## config.mk

```make
export PLATFORM = sky130hd
export DESIGN_NAME = ip_flit_receiver
export DESIGN_NICKNAME = d
export VERILOG_FILES = /design/src/rtl/ip_flit_receiver.sv
export SDC_FILE = /design/constraint.sdc
export NUM_CORES = 1
export LEC_CHECK = 0
export CAP_MARGIN = 0
export CORE_MARGIN = 2
export CORE_UTILIZATION = 30
export CTS_CLUSTER_SIZE = 10
export DETAILED_ROUTE_END_ITERATION = 7
export GPL_ROUTABILITY_DRIVEN = 0
export SYNTH_ARGS = -nofsm -noshare
export SYNTH_HDL_FRONTEND = slang
export SYNTH_SLANG_ARGS = --single-unit
```

## constraint.sdc

```tcl
create_clock -name clk -period 7.4 [get_ports clk]
set_input_delay 1.48 -clock clk [delete_from_list [all_inputs] [get_ports clk]]
set_output_delay 1.48 -clock clk [all_outputs]
set_load 0.01 [all_outputs]
```

## src/rtl/ip_flit_receiver.sv

```systemverilog
// Sink-side NoC endpoint: accepts flits over a valid/ready handshake, reassembles
// packets by tail flag, and keeps saturating receive and error counters.
module ip_flit_receiver #(
  parameter int DATA_SIZE    = 8,
  parameter int ADDR_SIZE    = 4,
  parameter int ADDR         = 0,
  parameter int MAX_PACK_LEN = 4,
  parameter int FLIT_DELAY   = 0,
  localparam int FLIT_SIZE   = DATA_SIZE + ADDR_SIZE + 1
) (
  input  logic                 clk,
  input  logic                 a_rst,
  input  logic [FLIT_SIZE-1:0] data_i,
  input  logic                 wr_ready_in,
  output logic                 r_ready_out,
  output logic [31:0]          recv_packs,
  output logic [31:0]          recv_flits,
  output logic [15:0]          addr_errs,
  output logic [15:0]          len_errs,
  output logic                 pack_done,
  output logic [15:0]          pack_len,
  output logic [DATA_SIZE-1:0] last_data
);

  localparam int SCW = (FLIT_DELAY > 1) ? $clog2(FLIT_DELAY) : 1;
  localparam logic [SCW-1:0]       STALL_LOAD = SCW'((FLIT_DELAY > 0) ? FLIT_DELAY - 1 : 0);
  localparam logic [15:0]          MAX_LEN    = 16'(MAX_PACK_LEN);
  localparam logic [ADDR_SIZE-1:0] MY_ADDR    = ADDR_SIZE'(ADDR);

  typedef enum logic [1:0] {
    S_IDLE,
    S_BODY,
    S_STALL
  } state_t;

  state_t         state_q, state_d;
  state_t         ret_q, ret_d;
  logic [SCW-1:0] stall_q, stall_d;
  logic [15:0]    flit_cnt_q, flit_cnt_d;
  logic           ready_d;
  logic           complete;

  logic                 fire;
  logic                 tail;
  logic [ADDR_SIZE-1:0] dest;
  logic [DATA_SIZE-1:0] payload;
  logic [15:0]          cur_len;

  function automatic logic [31:0] sat32(input logic [31:0] v);
    return (v == '1) ? v : v + 32'd1;
  endfunction

  function automatic logic [15:0] sat16(input logic [15:0] v);
    return (v == '1) ? v : v + 16'd1;
  endfunction

  assign fire    = wr_ready_in && r_ready_out;
  assign tail    = data_i[FLIT_SIZE-1];
  assign dest    = data_i[FLIT_SIZE-2 -: ADDR_SIZE];
  assign payload = data_i[DATA_SIZE-1:0];
  // flit_cnt_q is zero between packets, so this is the length including the current flit.
  assign cur_len = sat16(flit_cnt_q);

  // NOTE: every signal gets a default before the case so no path leaves one unassigned (no latches).
  always_comb begin
    state_d    = state_q;
    ret_d      = ret_q;
    stall_d    = stall_q;
    flit_cnt_d = flit_cnt_q;
    complete   = 1'b0;
    unique case (state_q)
      S_IDLE, S_BODY: begin
        if (fire) begin
          state_t after;
          if (tail) begin
            complete   = 1'b1;
            flit_cnt_d = '0;
            after      = S_IDLE;
          end else begin
            flit_cnt_d = cur_len;
            after      = S_BODY;
          end
          if (FLIT_DELAY > 0) begin
            ret_d   = after;
            stall_d = STALL_LOAD;
            state_d = S_STALL;
          end else begin
            state_d = after;
          end
        end
      end
      S_STALL: begin
        if (stall_q == '0) state_d = ret_q;
        else               stall_d = stall_q - 1'b1;
      end
      default: state_d = S_IDLE;
    endcase
    ready_d = (state_d != S_STALL);
  end

  // NOTE: sequential state uses non-blocking assignments so every register samples pre-edge values.
  always_ff @(posedge clk) begin
    if (!a_rst) begin
      state_q     <= S_IDLE;
      ret_q       <= S_IDLE;
      stall_q     <= '0;
      flit_cnt_q  <= '0;
      r_ready_out <= 1'b0;
      recv_packs  <= '0;
      recv_flits  <= '0;
      addr_errs   <= '0;
      len_errs    <= '0;
      pack_done   <= 1'b0;
      pack_len    <= '0;
      last_data   <= '0;
    end else begin
      state_q     <= state_d;
      ret_q       <= ret_d;
      stall_q     <= stall_d;
      flit_cnt_q  <= flit_cnt_d;
      r_ready_out <= ready_d;
      pack_done   <= complete;
      if (fire) begin
        recv_flits <= sat32(recv_flits);
        last_data  <= payload;
        if (dest != MY_ADDR) addr_errs <= sat16(addr_errs);
      end
      if (complete) begin
        recv_packs <= sat32(recv_packs);
        pack_len   <= cur_len;
        if (cur_len > MAX_LEN) len_errs <= sat16(len_errs);
      end
    end
  end

endmodule

```

# After elaboration in Yosys (flattened, before gate mapping)
# Cells that the tools add are included.
# word_totals
reg_bits	141
input_bits	16
output_inout_bits	122
word_cells	49
# op_classes
addsub	6
n_lt_le_gt_ge	1
eq_ne	8
mux	10
bitwise_logic	4
reduce_logical	9
# ops
op	n
adder 32 x 1 -> 32 bit, second input constant	2
== test 32 bit, second input constant	2
adder 16 x 1 -> 16 bit, second input constant	3
== test 16 bit, second input constant	3
two-way mux 16 bit	2
greater-than comparator 16 x 3 -> 1 bit, second input constant	1
AND reduction 2 bit	3
AND reduction 3 bit	2
two-way mux 1 bit	5
two-way mux 2 bit	2
NOT 1 bit	4
case mux 2 bit (2 select lines)	1
nonzero test 4 bit	1
== test 2 x 1 -> 1 bit, second input constant	1
== test 2 bit, second input constant	1
logical NOT 2 bit	1
inequality test 2 bit, second input constant	1
OR reduction 2 bit	1
logical AND 1 bit	1
subtractor 1 bit, second input constant	1

# Logic depth before layout (Yosys ltp)
# Gate-level depths: netlist of run 1.
# logic_depth
word_depth	4
mapped_depth	12
ltp_nobuf	9

# Worst setup path after synthesis of run 1
# OpenSTA, ideal clock, no wires.
# synth_path
path_type	input-to-reg
startpoint	input wr_ready_in
endpoint	register recv_packs[26]
setup_time_ns	0.115
t_arrival_ns	2.770
setup_slack_ns	4.515
stages	9
n_path_buf	1
cell_sequence	and3b_1 -> and2_1 -> clkbuf_1 -> and3_1 -> nand4_1 -> nor2_1 -> nand2_1 -> xnor2_1 -> and2_1
# synth_between
elab_chain_cells	4
# synth_lines
item	line_no	rtl
start, declared	14	input logic wr_ready_in,
logical AND 1 bit	57	assign fire = wr_ready_in && r_ready_out;
two-way mux 1 bit	73	if (fire) begin
two-way mux 1 bit	71	unique case (state_q)
AND reduction 2 bit (no source line)	n/a	
end signal, assigned	129	recv_packs <= sat32(recv_packs);
end, declared	16	output logic [31:0] recv_packs,
# Every way passes these cells.
# A chain may end at the register's enable or synchronous reset.

# Final worst setup path of run 1
# layout_path
startpoint	input wr_ready_in
endpoint	register len_errs[6]
# layout_between
elab_chain_cells	4
# layout_lines
item	line_no	rtl
logical AND 1 bit	57	
two-way mux 1 bit	73	
two-way mux 1 bit	71	
AND reduction 3 bit (no source line)	n/a	
end signal, assigned	131	if (cur_len > MAX_LEN) len_errs <= sat16(len_errs);
end, declared	19	output logic [15:0] len_errs,
# Every way passes these cells.

==> impl_metrics.csv, run 1 <==
group,metric,value,unit
logic_synthesis,synth_most_common_cell,"dfxtp_1",
critical_path,cp.arrival,4.13,ns
clock_network,cts-buffers-inserted,17,
power_and_ir_drop,p_int,1.25,mW
power_and_ir_drop,pwr-share-clk,50.5,%
drt,viasPerCell,4.95,
critical_path,endpoint_kind,"flop",
global_route,first_global_vias,5473,
drt,first_pass_iters,5,
finish,drive_gt1_share,5.70,%
critical_path,crit_type,"in2reg",
logic_synthesis,async_flop_share,0,%
timing,post-route-period-util,51.6,%
logic_synthesis,syn_area,6500,um^2
logic_synthesis,ys_ff_latch,139,
logic_synthesis,syn_area_per_cell,8.33,um^2
power_and_ir_drop,p_leak,2.99,nW
logic_synthesis,synth-edff-count,0,
drt,detail-route-antenna-nets,0,
logic_synthesis,yosysSeqAreaShare,42.8,%
logic_synthesis,synthTopCellsByCount,"139 x dfxtp_1, 122 x nor2_1, 79 x nand2_1, 43 x xor2_1, 42 x a21oi_1",
logic_synthesis,syn_inst,780,
timing,fin_tns_setup,0,ns
power_and_ir_drop,ir_drop,0.159,mV
clock_network,clk_pin_slew,0.06,ns
global_route,grt_pass1_wl,27600,um
drt,drt-wirelength-per-cell,14.5,um
power_and_ir_drop,p_per_area,192,nW/um^2
floorplan,floorplan.initialDensity,30.7,%
global_route,grt_max_degree,72,
floorplan,pin_count,138,
placed_design,dpl-instance-area,8060,um^2
drt,via_count,5886,
logic_synthesis,yosys-top-cells-area,"dfxtp_1 43%, nor2_1 7.0%, xor2_1 5.8%, xnor2_1 4.6%, nand2_1 4.6%",
floorplan,die_w,151,um
drt,drcViolationCount,0,
clock_network,cts_resized,0,
clock_network,htree_levels,4,
clock_network,clockBufferDepth,2,
logic_synthesis,syn_nets,801,
critical_path,critPathRequiredTime,7.71,ns
min_path,hold_path_class,"reg2reg",
timing,whs,0.450,ns
floorplan,row_count,53,
timing,fmax,262,MHz
outcome,outcome,"complete, no violations",
timing,fin_crit,3.82,ns
logic_synthesis,synth_ff_type,"dfxtp_1",
logic_synthesis,synthDistinctLibCells,54,
power_and_ir_drop,combinationalPowerShare,3.6,%
timing,fin_skew,0.00921,ns
clock_network,cts_setup_buffers,0,
clock_network,cts_hold_buf,0,
logic_synthesis,synth_warnings,0,
drt,drtIter0Drc,288,
floorplan,die_h,151,um
finish,final_cell_area,8640,um^2
clock_network,cts-root-buf,"clkbuf_16",
critical_path,startpoint_type,"input pin",
timing,tightest_slew,1.01,ns
power_and_ir_drop,p_sw_share,24.3,%
placed_design,port_buffers,137,
power_and_ir_drop,p_sw,0.402,mW
floorplan,dieArea,22800,um^2
finish,nNetsFinal,920,
power_and_ir_drop,pwr-share-seq,45.9,%
job,cap_violations,0,
finish,syn2layout_area_growth,33.0,%
critical_path,path_max_fanout,24,
min_path,min_from,"last_data[3]",
timing,relSlewSlack,32.9,%
finish,num-fill-cells,2158,
drt,wirelength,17200,um
clock_network,cts_tree,"done",
global_route,grt.overflow.total,0,
placed_design,hpwl,11900,um
timing,hold_viol_final,0,
logic_synthesis,yosys.area.top_type,"dfxtp_1",
critical_path,r2r_start,"flit_cnt_q[0]",
timing,report.final.slew_viol_count,0,
timing,rsz0062_at_grt,"no",
clock_network,clock_latency,0.42,ns
global_route,grt_usage,15.2,%
logic_synthesis,synth_top_area_share,42.8,%
global_route,antenna_found_initial,1,
timing,fin_ws,3.58,ns
floorplan,core,21200,um^2
timing,finalSetupViolCount,0,
clock_network,clkSinkCount,139,
critical_path,startpoint,"wr_ready_in",
placed_design,pre_cts_slack,3.12,ns
[cell usage in the layout, fill, tap and decap left out, drive strengths merged, types with 8 or more instances in the layout]
| cell type | Yosys | final |
|---|---|---|
| clkbuf | 29 | 17 |
| nor3 | 15 | 15 |
| a21oi | 44 | 44 |
| a31oi | 8 | 8 |
| inv | 11 | 21 |
| mux2i | 12 | 12 |
| clkdlybuf4s50 | 0 | 137 |
| and2 | 12 | 12 |
| a211oi | 10 | 10 |
| nand4 | 32 | 32 |
| or3 | 16 | 16 |
| xnor2 | 34 | 34 |
| nand2b | 12 | 12 |
| nor2 | 122 | 122 |
| and3 | 28 | 28 |
| nand3 | 34 | 34 |
| and4 | 18 | 18 |
| nand2 | 79 | 79 |
| o21ai | 28 | 28 |
| dfxtp | 139 | 139 |
| xor2 | 43 | 43 |
[power by group through the flow]
| stage | logic, mW | registers (mW) | clock network, mW |
|---|---|---|---|
| after floorplan | 0.0299 | 0.778 | 0 |
| after global placement | 0.0610 | 0.776 | 0 |
| after detailed placement | 0.0614 | 0.776 | 0 |
| after CTS | 0.0616 | 0.759 | 0.860 |
| after global routing | 0.0670 | 0.760 | 0.894 |
| final | 0.0604 | 0.759 | 0.835 |
[cell families (layout without fill, tap and decap cells)]
group           after synthesis  in the layout  synth area share (%)
mux                          12             12                  1.85
other cells                   1              2                0.0577
flops                       139            139                  42.8
compound gates              116            116                  11.4
buf+inv                      51            183                  3.25
fa+ha+maj                     5              5                 0.963
xor+xnor                     77             77                  10.4
simple gates                379            379                  29.2
[stage by stage]
step,std cells,utilization (%),total power [mW]
floorplan,780,-,0.808
global placement,1155,38.1,0.837
detailed placement,1155,38.1,0.838
CTS,1187,40.8,1.68
global route,1187,40.8,1.72
finish,1188,40.8,1.66
[per-layer routing]
layer	global-route usage [%]	wire length, um
met1	20.3	8100
met2	22.8	7460
met3	5.15	1410
met4	5.09	223
met5	0	0
[state kept, by name (all words and copies together), names as in the netlist]
name,count
r_ready_out,1
flit_cnt_q,16
recv_flits,32
len_errs,16
pack_len,16
addr_errs,16
pack_done,1
state_q,1
recv_packs,32
last_data,8
[layout make-up]
cell class	instances	area, um^2	share of cell area (%)
multi-input combinational	590	3500	40.5
sequential	139	2780	32.2
timing repair buffer	139	1390	16.0
clock buffer	17	425	4.92
tap	275	344	3.98
clock inverter	15	150	1.74
inverter	12	46.3	0.536
antenna	1	2.50	0.0290
[path summary, 6_finish.rpt]
kind	depth (start not counted)	end	slack (ns)
min	2	last_data[3]	0.45
min reg2reg	2	last_data[3]	0.45
max	7	len_errs[6]	3.58
max reg2reg	9	len_errs[6]	3.97
[worst max-delay path, cell delays in order]
cell	delay (ns)
clkdlybuf4s50_1	0.49
and3b_1	0.39
and2_1	0.73
nand2_1	0.21
a21oi_4	0.46
a21oi_1	0.14
a31o_1	0.21
(Power assumes the default switching activity.)
==> run 2: changes to the inputs <==
==> constraint.sdc (replaced) <==
create_clock -name clk -period 3.8 [get_ports clk]
set_input_delay 0.76 -clock clk [delete_from_list [all_inputs] [get_ports clk]]
set_output_delay 0.76 -clock clk [all_outputs]
set_load 0.01 [all_outputs]
==> impl_metrics.csv, run 2 (synthesized netlist as in run 1, its figures left out) <==
group,metric,value,unit
critical_path,critPathRequiredTime,4.10,ns
global_route,antenna_found_initial,0,
critical_path,endpoint_kind,"flop",
floorplan,row_count,53,
critical_path,r2r_end,"len_errs[4]",
drt,drcViolationCount,0,
global_route,grt_usage,15.4,%
drt,first_pass_iters,4,
critical_path,cp.arrival,3.28,ns
finish,top_regs,"recv_flits x32, recv_packs x32",
drt,drtIter0Drc,244,
drt,drt-wirelength-per-cell,14.5,um
timing,relSlewSlack,62.4,%
timing,fin_skew,0.00897,ns
floorplan,core,21200,um^2
global_route,grt_max_degree,55,
power_and_ir_drop,pwr-share-clk,51.0,%
clock_network,cts_setup_buffers,0,
timing,fmax,336,MHz
critical_path,reg2reg_depth,10,
floorplan,die_h,151,um
power_and_ir_drop,combinationalPowerShare,3.8,%
critical_path,critPathTopFamily,"simple AND/OR/NAND/NOR gates",
finish,final_common_cell,"dfxtp_1",
global_route,first_global_vias,5436,
finish,finalNonFillerCells,1196,
clock_network,clockBufferDepth,2,
finish,drive_gt1_share,6.62,%
clock_network,cts-root-buf,"clkbuf_16",
global_route,grt_pass1_wl,28000,um
power_and_ir_drop,p_int,2.50,mW
clock_network,clkSinkCount,139,
finish,final_cell_mix,"139 x dfxtp_1, 137 x clkdlybuf4s50_1, 122 x nor2_1",
critical_path,path_max_fanout,17,
floorplan,die_w,151,um
min_path,hold_path_depth,2,
timing,fin_crit,2.98,ns
placed_design,hpwl,12300,um
timing,fin_tns_setup,0,ns
timing,whs,0.452,ns
critical_path,path_buf_inv,1,
critical_path,rrSetupSlack,0.82,ns
clock_network,clk_pin_slew,0.06,ns
placed_design,place_inst,1164,
finish,num-fill-cells,2110,
finish,syn2layout_area_growth,34.4,%
floorplan,pin_count,138,
min_path,hold_path_end,"last_data[0]",
clock_network,cts_resized,0,
drt,wirelength,17300,um
drt,viasPerCell,4.91,
timing,post-route-period-util,78.3,%
power_and_ir_drop,ir_drop,0.290,mV
clock_network,cts_tree,"done",
critical_path,r2r_start,"flit_cnt_q[1]",
job,cap_violations,0,
timing,tightest_slew,0.564,ns
clock_network,cts-buffers-inserted,17,
finish,fin_util,41.3,%
clock_network,htree_levels,4,
placed_design,dpl-instance-area,8140,um^2
critical_path,max_stage_delay,0.45,ns
floorplan,dieArea,22800,um^2
critical_path,cpMostUsedCell,"nand4_1",
global_route,grt.overflow.total,0,
finish,final_cell_area,8730,um^2
drt,via_count,5871,
critical_path,crit_type,"reg2reg",
finish,diodes,0,
critical_path,crit_path_cell_trace,"ha_1 > and4_1 > nand4_1 > buf_4 > o21ai_2 > o311ai_0 > and4_4 > a21oi_4 > nand4_1 > mux2i_1",
outcome,outcome,"complete, no violations",
timing,report.final.slew_viol_count,0,
power_and_ir_drop,pwr-share-seq,45.2,%
timing,finalSetupViolCount,0,
critical_path,startpoint_type,"flop",
drt,detail-route-antenna-nets,0,
power_and_ir_drop,p_leak,3.04,nW
power_and_ir_drop,p_sw,0.770,mW
timing,hold_viol_final,0,
power_and_ir_drop,p_sw_share,23.5,%
clock_network,clock_latency,0.42,ns
finish,nNetsFinal,929,
critical_path,critPathSlowestCell,"dfxtp_1",
floorplan,floorplan.initialDensity,30.7,%
placed_design,port_buffers,137,
power_and_ir_drop,p_per_area,375,nW/um^2
min_path,min_from,"last_data[0]",
min_path,hold_path_class,"reg2reg",
timing,rsz0062_at_grt,"no",
clock_network,cts_hold_buf,0,
==> run 2: layer usage <==
| metal | global-route usage (%) | up-vias | wire length [um] |
|---|---|---|---|
| met3 | 5.24 | 20 | 1410 |
| met2 | 23.2 | 161 | 7480 |
| li1 | - | 2981 | - |
| met5 | 0 | - | 0 |
| met4 | 5.00 | 0 | 202 |
| met1 | 20.7 | 2709 | 8210 |
==> run 2: worst max path at each step <==
| stage | slack (ns) | endpoint | start | cells past startpoint |
|---|---|---|---|---|
| 2_1_floorplan | 1.40 | len_errs[6] | flit_cnt_q[1] | 12 |
| 3_3_place_gp | 0.75 | len_errs[11] | wr_ready_in | 8 |
| 3_5_place_dp | 0.69 | addr_errs[9] | wr_ready_in | 9 |
| 4_1_cts | 0.83 | len_errs[11] | flit_cnt_q[1] | 10 |
| 5_1_grt | 0.59 | len_errs[5] | flit_cnt_q[1] | 10 |
| 6_report | 0.82 | len_errs[4] | flit_cnt_q[1] | 10 |
==> run 2: power groups by stage <==
stage                     Clock (mW)  Sequential (mW)  Combinational, mW
final                           1.67             1.48              0.124
after global routing            1.79             1.48              0.138
after CTS                       1.72             1.48              0.127
after detailed placement           0             1.51              0.126
after global placement             0             1.51              0.125
after floorplan                    0             1.51             0.0583
==> run 2: stage by stage <==
stage | setup WS (ns) | power (mW)
2_1_floorplan | 1.40 | 1.57
3_3_place_gp | 0.748 | 1.64
3_5_place_dp | 0.693 | 1.64
4_1_cts | 0.830 | 3.32
5_1_grt | 0.593 | 3.40
6_report | 0.824 | 3.27
==> run 2: final cells by class <==
class | instances | area [um^2] | area share (%)
Clock buffer | 17 | 425 | 4.87
Inverter | 12 | 46.3 | 0.530
Clock inverter | 15 | 164 | 1.88
Sequential cell | 139 | 2780 | 31.9
Tap cell | 275 | 344 | 3.94
Timing Repair Buffer | 148 | 1470 | 16.8
Multi-Input combinational cell | 590 | 3500 | 40.1
==> run 2: worst register-to-register path: cells and delay by family, from the launching register on <==
family | cells | cell delay (ns)
AOI/OAI and AO/OA | 3 | 0.67
muxes | 1 | 0.15
adders and majority gates | 1 | 0.41
and+or+nand+nor | 4 | 0.96
DFF | 1 | 0.45
buffers and inverters | 1 | 0.23
